### src/rtl/oai221_stim_pkg.sv
// oai221_stim_pkg: shared FSM type, vector constants and golden model
// for the OAI221 characterisation sequencer (optional STIM_LFSR_EN).
package oai221_stim_pkg;

  typedef enum logic [1:0] {
    IDLE = 2'd0,
    RUN  = 2'd1,
    FIN  = 2'd2
  } state_t;

  localparam int NUM_GRAY_VEC = 32;
  localparam int NUM_LFSR_VEC = 31;

  // shift-left Fibonacci register, feedback = s[4] ^ s[2]
  localparam logic [4:0] LFSR_SEED = 5'b00001;
  localparam logic [4:0] LFSR_TAPS = 5'b10100;

  function automatic logic golden_qn(input logic [4:0] v);
    return ~((v[0] | v[1]) & (v[2] | v[3]) & v[4]);
  endfunction

  function automatic logic [4:0] gray5(input logic [4:0] k);
    return k ^ (k >> 1);
  endfunction

endpackage

### src/rtl/stim_vec_src.sv
// stim_vec_src: vector pattern source (Gray walk, or LFSR when
// STIM_LFSR_EN is defined) with running index and last-vector flag.
module stim_vec_src
  import oai221_stim_pkg::*;
(
  input  logic       CLK,
  input  logic       RST,
  input  logic       step,
  input  logic       clear,
`ifdef STIM_LFSR_EN
  input  logic       mode,
`endif
  output logic [4:0] vec,
  output logic [4:0] idx,
  output logic       last
);

  // vector index, restarted on clear, advanced once per vector
  always_ff @(posedge CLK or posedge RST) begin
    if (RST) begin
      idx <= '0;
    end else if (clear) begin
      idx <= '0;
    end else if (step) begin
      idx <= idx + 5'd1;
    end
  end

`ifdef STIM_LFSR_EN
  logic [4:0] lfsr;

  // LFSR steps in lockstep with the index; never reaches zero
  always_ff @(posedge CLK or posedge RST) begin
    if (RST) begin
      lfsr <= LFSR_SEED;
    end else if (clear) begin
      lfsr <= LFSR_SEED;
    end else if (step) begin
      lfsr <= {lfsr[3:0], ^(lfsr & LFSR_TAPS)};
    end
  end

  assign vec  = mode ? lfsr : gray5(idx);
  assign last = mode ? (idx == 5'(NUM_LFSR_VEC - 1))
                     : (idx == 5'(NUM_GRAY_VEC - 1));
`else
  assign vec  = gray5(idx);
  assign last = (idx == 5'(NUM_GRAY_VEC - 1));
`endif

endmodule

### src/rtl/oai221_stim_gen.sv
// oai221_stim_gen: drives an OAI221 cell, samples QN per vector and
// counts mismatches/toggles. STIM_LFSR_EN adds the MODE input.
module oai221_stim_gen
  import oai221_stim_pkg::*;
#(
  parameter int HOLD_W = 8,
  parameter int CNT_W  = 16
) (
  input  logic              CLK,
  input  logic              RST,
  input  logic              START,
  input  logic [HOLD_W-1:0] HOLD,
`ifdef STIM_LFSR_EN
  input  logic              MODE,
`endif
  input  logic              QN,
  output logic              IN1,
  output logic              IN2,
  output logic              IN3,
  output logic              IN4,
  output logic              IN5,
  output logic              BUSY,
  output logic              DONE,
  output logic [4:0]        VEC_IDX,
  output logic [CNT_W-1:0]  ERR_CNT,
  output logic [CNT_W-1:0]  TOG_CNT,
  output logic              FAIL
);

  localparam logic [CNT_W-1:0] CNT_MAX = '1;

  state_t            state;
  state_t            nstate;
  logic [HOLD_W-1:0] hold_q;
  logic [HOLD_W-1:0] hcnt;
  logic              start_acc;
  logic              sample;
  logic              prev_q;
  logic              first_q;
  logic              mis;
  logic              tgl;
  logic [4:0]        vec;
  logic [4:0]        idx;
  logic              last;
  logic              src_step;
  logic              src_clear;

  assign start_acc = (state == IDLE) && START;
  assign sample    = (state == RUN) && (hcnt == hold_q - HOLD_W'(1));
  assign src_step  = sample && !last;
  assign src_clear = start_acc || (sample && last);

`ifdef STIM_LFSR_EN
  logic mode_q;

  // pattern mode is fixed for the whole run
  always_ff @(posedge CLK or posedge RST) begin
    if (RST) begin
      mode_q <= 1'b0;
    end else if (start_acc) begin
      mode_q <= MODE;
    end
  end
`endif

  stim_vec_src u_src (
    .CLK   (CLK),
    .RST   (RST),
    .step  (src_step),
    .clear (src_clear),
`ifdef STIM_LFSR_EN
    .mode  (mode_q),
`endif
    .vec   (vec),
    .idx   (idx),
    .last  (last)
  );

  // state register
  always_ff @(posedge CLK or posedge RST) begin
    if (RST) begin
      state <= IDLE;
    end else begin
      state <= nstate;
    end
  end

  // next state and status outputs
  always_comb begin
    nstate = state;
    BUSY   = 1'b0;
    DONE   = 1'b0;
    unique case (1'b1)
      (state == IDLE): begin
        if (START) nstate = RUN;
      end
      (state == RUN): begin
        BUSY = 1'b1;
        if (sample && last) nstate = FIN;
      end
      (state == FIN): begin
        DONE   = 1'b1;
        nstate = IDLE;
      end
      default: nstate = IDLE;
    endcase
  end

  // hold length latch; a zero request behaves as one cycle
  always_ff @(posedge CLK or posedge RST) begin
    if (RST) begin
      hold_q <= HOLD_W'(1);
    end else if (start_acc) begin
      hold_q <= (HOLD == '0) ? HOLD_W'(1) : HOLD;
    end
  end

  // cycles spent on the current vector
  always_ff @(posedge CLK or posedge RST) begin
    if (RST) begin
      hcnt <= '0;
    end else if (start_acc || sample) begin
      hcnt <= '0;
    end else if (state == RUN) begin
      hcnt <= hcnt + HOLD_W'(1);
    end
  end

  assign mis = (QN != golden_qn(vec));
  assign tgl = !first_q && (QN != prev_q);

  // sampler and saturating result counters
  always_ff @(posedge CLK or posedge RST) begin
    if (RST) begin
      ERR_CNT <= '0;
      TOG_CNT <= '0;
      prev_q  <= 1'b0;
      first_q <= 1'b1;
    end else if (start_acc) begin
      ERR_CNT <= '0;
      TOG_CNT <= '0;
      prev_q  <= 1'b0;
      first_q <= 1'b1;
    end else if (sample) begin
      if (mis && ERR_CNT != CNT_MAX) ERR_CNT <= ERR_CNT + 1'b1;
      if (tgl && TOG_CNT != CNT_MAX) TOG_CNT <= TOG_CNT + 1'b1;
      prev_q  <= QN;
      first_q <= 1'b0;
    end
  end

  assign FAIL    = (ERR_CNT != '0);
  assign VEC_IDX = BUSY ? idx : 5'd0;
  assign IN1     = BUSY & vec[0];
  assign IN2     = BUSY & vec[1];
  assign IN3     = BUSY & vec[2];
  assign IN4     = BUSY & vec[3];
  assign IN5     = BUSY & vec[4];

endmodule

### config.mk
export PLATFORM = sky130hd
export DESIGN_NAME = oai221_stim_gen
export DESIGN_NICKNAME = d
export VERILOG_FILES = /design/src/rtl/oai221_stim_pkg.sv /design/src/rtl/stim_vec_src.sv /design/src/rtl/oai221_stim_gen.sv
export SDC_FILE = /design/constraint.sdc
export NUM_CORES = 1
export LEC_CHECK = 0
export ABC_CLOCK_PERIOD_IN_PS = 8500
export CAP_MARGIN = 10
export CORE_ASPECT_RATIO = 2
export CORE_MARGIN = 5
export CORE_UTILIZATION = 40
export DETAILED_ROUTE_END_ITERATION = 10
export PLACE_DENSITY = 0.68
export SYNTH_ARGS = -nofsm -noshare
export SYNTH_HDL_FRONTEND = slang
export SYNTH_SLANG_ARGS = --single-unit
### constraint.sdc
create_clock -name CLK -period 8.5 [get_ports CLK]
set_input_delay 1.7 -clock CLK [delete_from_list [all_inputs] [get_ports CLK]]
set_output_delay 1.7 -clock CLK [all_outputs]
set_load 0.03 [all_outputs]
==> impl_results.md <==
* Post-CTS Setup Bufs at 0
* CTS resizes at 0
* Yosys top cell by area: dfrtp_1
* Status: completed
* Num rows at 46
* CP endpoint kind: primary output
* CP Launch Type: flip-flop
* Drt initial violations at 132
* Largest net degree at the start of global routing at 58
* Setup TNS at 0 ns
* Mean Syn Cell Area at 9.160 sq um
* Post-route ant nets at 0
* First-pass GRT wire length at 14.23 mm
* FF+latch area at roughly 1400 sq um
* Top-level I/O count at 57
* Asr flop ratio synth at between 90% and 100%
* Post-Syn Area at about 3300 sq um
* Longest Clk Path Bufs at 2
* Hold depth at 2
* Antenna violations before repair at 0
* Leakage at 1.727 nW
* Final period util at 45.20%
* Area of the multi-input gates at 1709 sq um
* Dpl hpwl at 6.237 mm
* Worst VDD drop at 0.2319 mV
* Initial Util at just over 40%
* # setup viols final at 0
* Antenna Cells at 0
* # nets final at 434
* Width of the die at 74.03 um
* Mean routed wirelength per cell at 16.66 um
* WS Path Type: flip-flop to primary output
* Synthesized Nets at 379
* Gr usage total at 17.87%
* HP Class: flip-flop to flip-flop
* Area contributors post-synth: dfrtp_1, nand2_1, a21oi_1
* Cell count after synthesis at about 360
* Post-synth EDFFs at 0
* Worst-path maximum fanout at 14
* Period minus WS final at 3.842 ns
* Setup repair after global routing missed its margin: no
* Hold Violations, Final at 0
* Vias/cell at about 5.7
* WP buf/inv at 2
* Global route overflow at 0
* Reg-to-Reg End: TOG_CNT[15]
* Yosys Warn Count at 0
* Detailed-route via count at 2939
* Die Y at 138.1 um
* Final Slew Violations at 0
* Vias in the first global route at 3020
* Crit path required time at 6.80 ns
* Total wire length at between 8 and 9 mm
* Yosys reg bits at 57
* R2r startpoint: hold_q[0]
* Clk pin slew, worst setup/hold paths at 0.05 ns
* Distinct cells, synth at 51
* Worst-skew pair later-pin latency at 0.33 ns
* Core area at around 8000 sq um
* Post-Synth XOR/XNOR Area at 6.143%
* Cells along the critical path: nand2b_1 > inv_1 > and2_1 > clkdlybuf4s50_1
* Remaining DRCs at 0
* Filler cells at between 700 and 800
* Simple-gate portion of the synthesized area at 27.32%
* Pre-CTS WS at approximately 4.7 ns
* FMAX at 0.2603 GHz
* Most common cell after layout, fill and taps aside: clkdlybuf4s50_1
* Post-synth top flop: dfrtp_1
* Synth Area in Compound Gates at 14.27%
* CP Depth at 4
* Clk sinks at 57
* Multiplexer area fraction after synthesis at 0.9538%
* CTS tree: yes
* CP max stage delay at 0.68 ns
* Worst R2R Setup Slack at between 5 and 6 ns
* Worst Skew at around 0.0086 ns
* Worst setup path end: VEC_IDX[4]
* Root Buffer: clkbuf_16
* Worst path arrival time at 2.14 ns
* Cts bufs inserted at 9
* Slowest CP cell: clkdlybuf4s50_1
* First drt pass iteration count at 4
* Hold-fix buffers, CTS at 0
* Fraction of layout cells with a size suffix above 1 at 6.938%
* PwrDens at 212.9 nW/um^2
* Sequential cell area fraction in the yosys report at 43.57%
* Top cell type's share of synthesized area at 41.97%
* Critical path launch point: state[1]
* Most frequent cells in the layout: clkdlybuf4s50_1, dfrtp_1, nand2_1
* Worst path top cell family by delay: buffers and inverters
* Largest family of logic cells by synthesized area: simple AND/OR/NAND/NOR gates
* H-tree depth at 3
* Max-Cap Viols at 0
* Area growth syn-to-layout at 27.89%
* Die area at about 10000 sq um
* Worst Tran Pin Value at 0.8457 ns
* Slew headroom at about 43%
* Post-Synth Adder-Cell Area at 3.434%
* Port buffer count at 56
* Final GP Congestion at roughly 0.78
* FF-to-FF path depth at 9
* Min setup slack post-route at 4.658 ns
==> cell type report <==
| cell class | count | share of cell area [%] |
|---|---|---|
| well taps | 96 | 2.864 |
| repair buffers | 58 | 13.72 |
| inverters | 11 | 0.9845 |
| clock inverters | 2 | 0.8353 |
| clock buffers | 14 | 6.772 |
| multi-input cells | 276 | 40.75 |
| flip-flops and latches | 57 | 34.07 |
==> routing by layer <==
| layer | up-vias | GRT usage [%] | wire, um |
|---|---|---|---|
| li1 | 1407 | - | - |
| met1 | 1439 | 18.28 | 3064 |
| met2 | 72 | 32.40 | 4982 |
| met3 | 21 | 4.354 | 271 |
| met4 | 0 | 8.405 | 246 |
| met5 | - | 0 | 0 |
==> cell families (layout without fill, tap and decap cells) <==
logic type / after synthesis / in the layout
flip-flops: 57 / 57
buffers and inverters: 25 / 85
AND/OR/NAND/NOR: 165 / 165
adder cells (fa/ha/maj): 9 / 9
multiplexers: 3 / 3
XOR/XNOR: 23 / 23
AO/OA/AOI/OAI: 76 / 76
==> through the flow <==
stage                     power (mW)  std cells  util, %  hold WS (ns)  area [sq um]
after global placement        0.5200        498    48.44        0.4568          3875
after detailed placement      0.5220        498    48.44        0.4582          3875
after CTS                     0.9013        514    52.42        0.4670          4194
after floorplan               0.4375        358        -        0.4393          3279
after global routing          0.9326        514    52.42        0.4869          4194
final                         0.8931        514    52.42        0.4685          4194
==> where the power goes <==
group | total (mW) | switching [mW] | internal (mW)
clock network | 0.377 | 0.119 | 0.258
logic | 0.183 | 0.108 | 0.0752
registers | 0.334 | 0.0388 | 0.295
==> cells in the mapped netlist (all sizes together), types with 10 or more instances <==
cell type / n
dfrtp: 55
nand2: 48
a21oi: 26
nand3: 22
nor2: 22
o21ai: 22
or3: 15
xor2: 12
inv: 11
xnor2: 11
and2: 10
==> tightest hold or removal path: cells and delay by family, from the launching register on <==
family,cells,cell delay (ns)
AND/OR/NAND/NOR,2,0.10
flip-flops,1,0.37
==> registers in the layout, indices dropped and copies added (netlist names) <==
name / count
TOG_CNT: 16
hold_q: 8
u_src.idx: 5
state: 2
ERR_CNT: 16
first_q: 1
prev_q: 1
hcnt: 8
==> how the worst min path moves through the flow <==
stage | from | end | slack, ns
detailed placement | first_q | first_q | 0.46
CTS | first_q | first_q | 0.47
global route | first_q | first_q | 0.49
finish | first_q | first_q | 0.47
floorplan | first_q | first_q | 0.44
global placement | first_q | first_q | 0.46
Power figures use the tool's default switching activity.
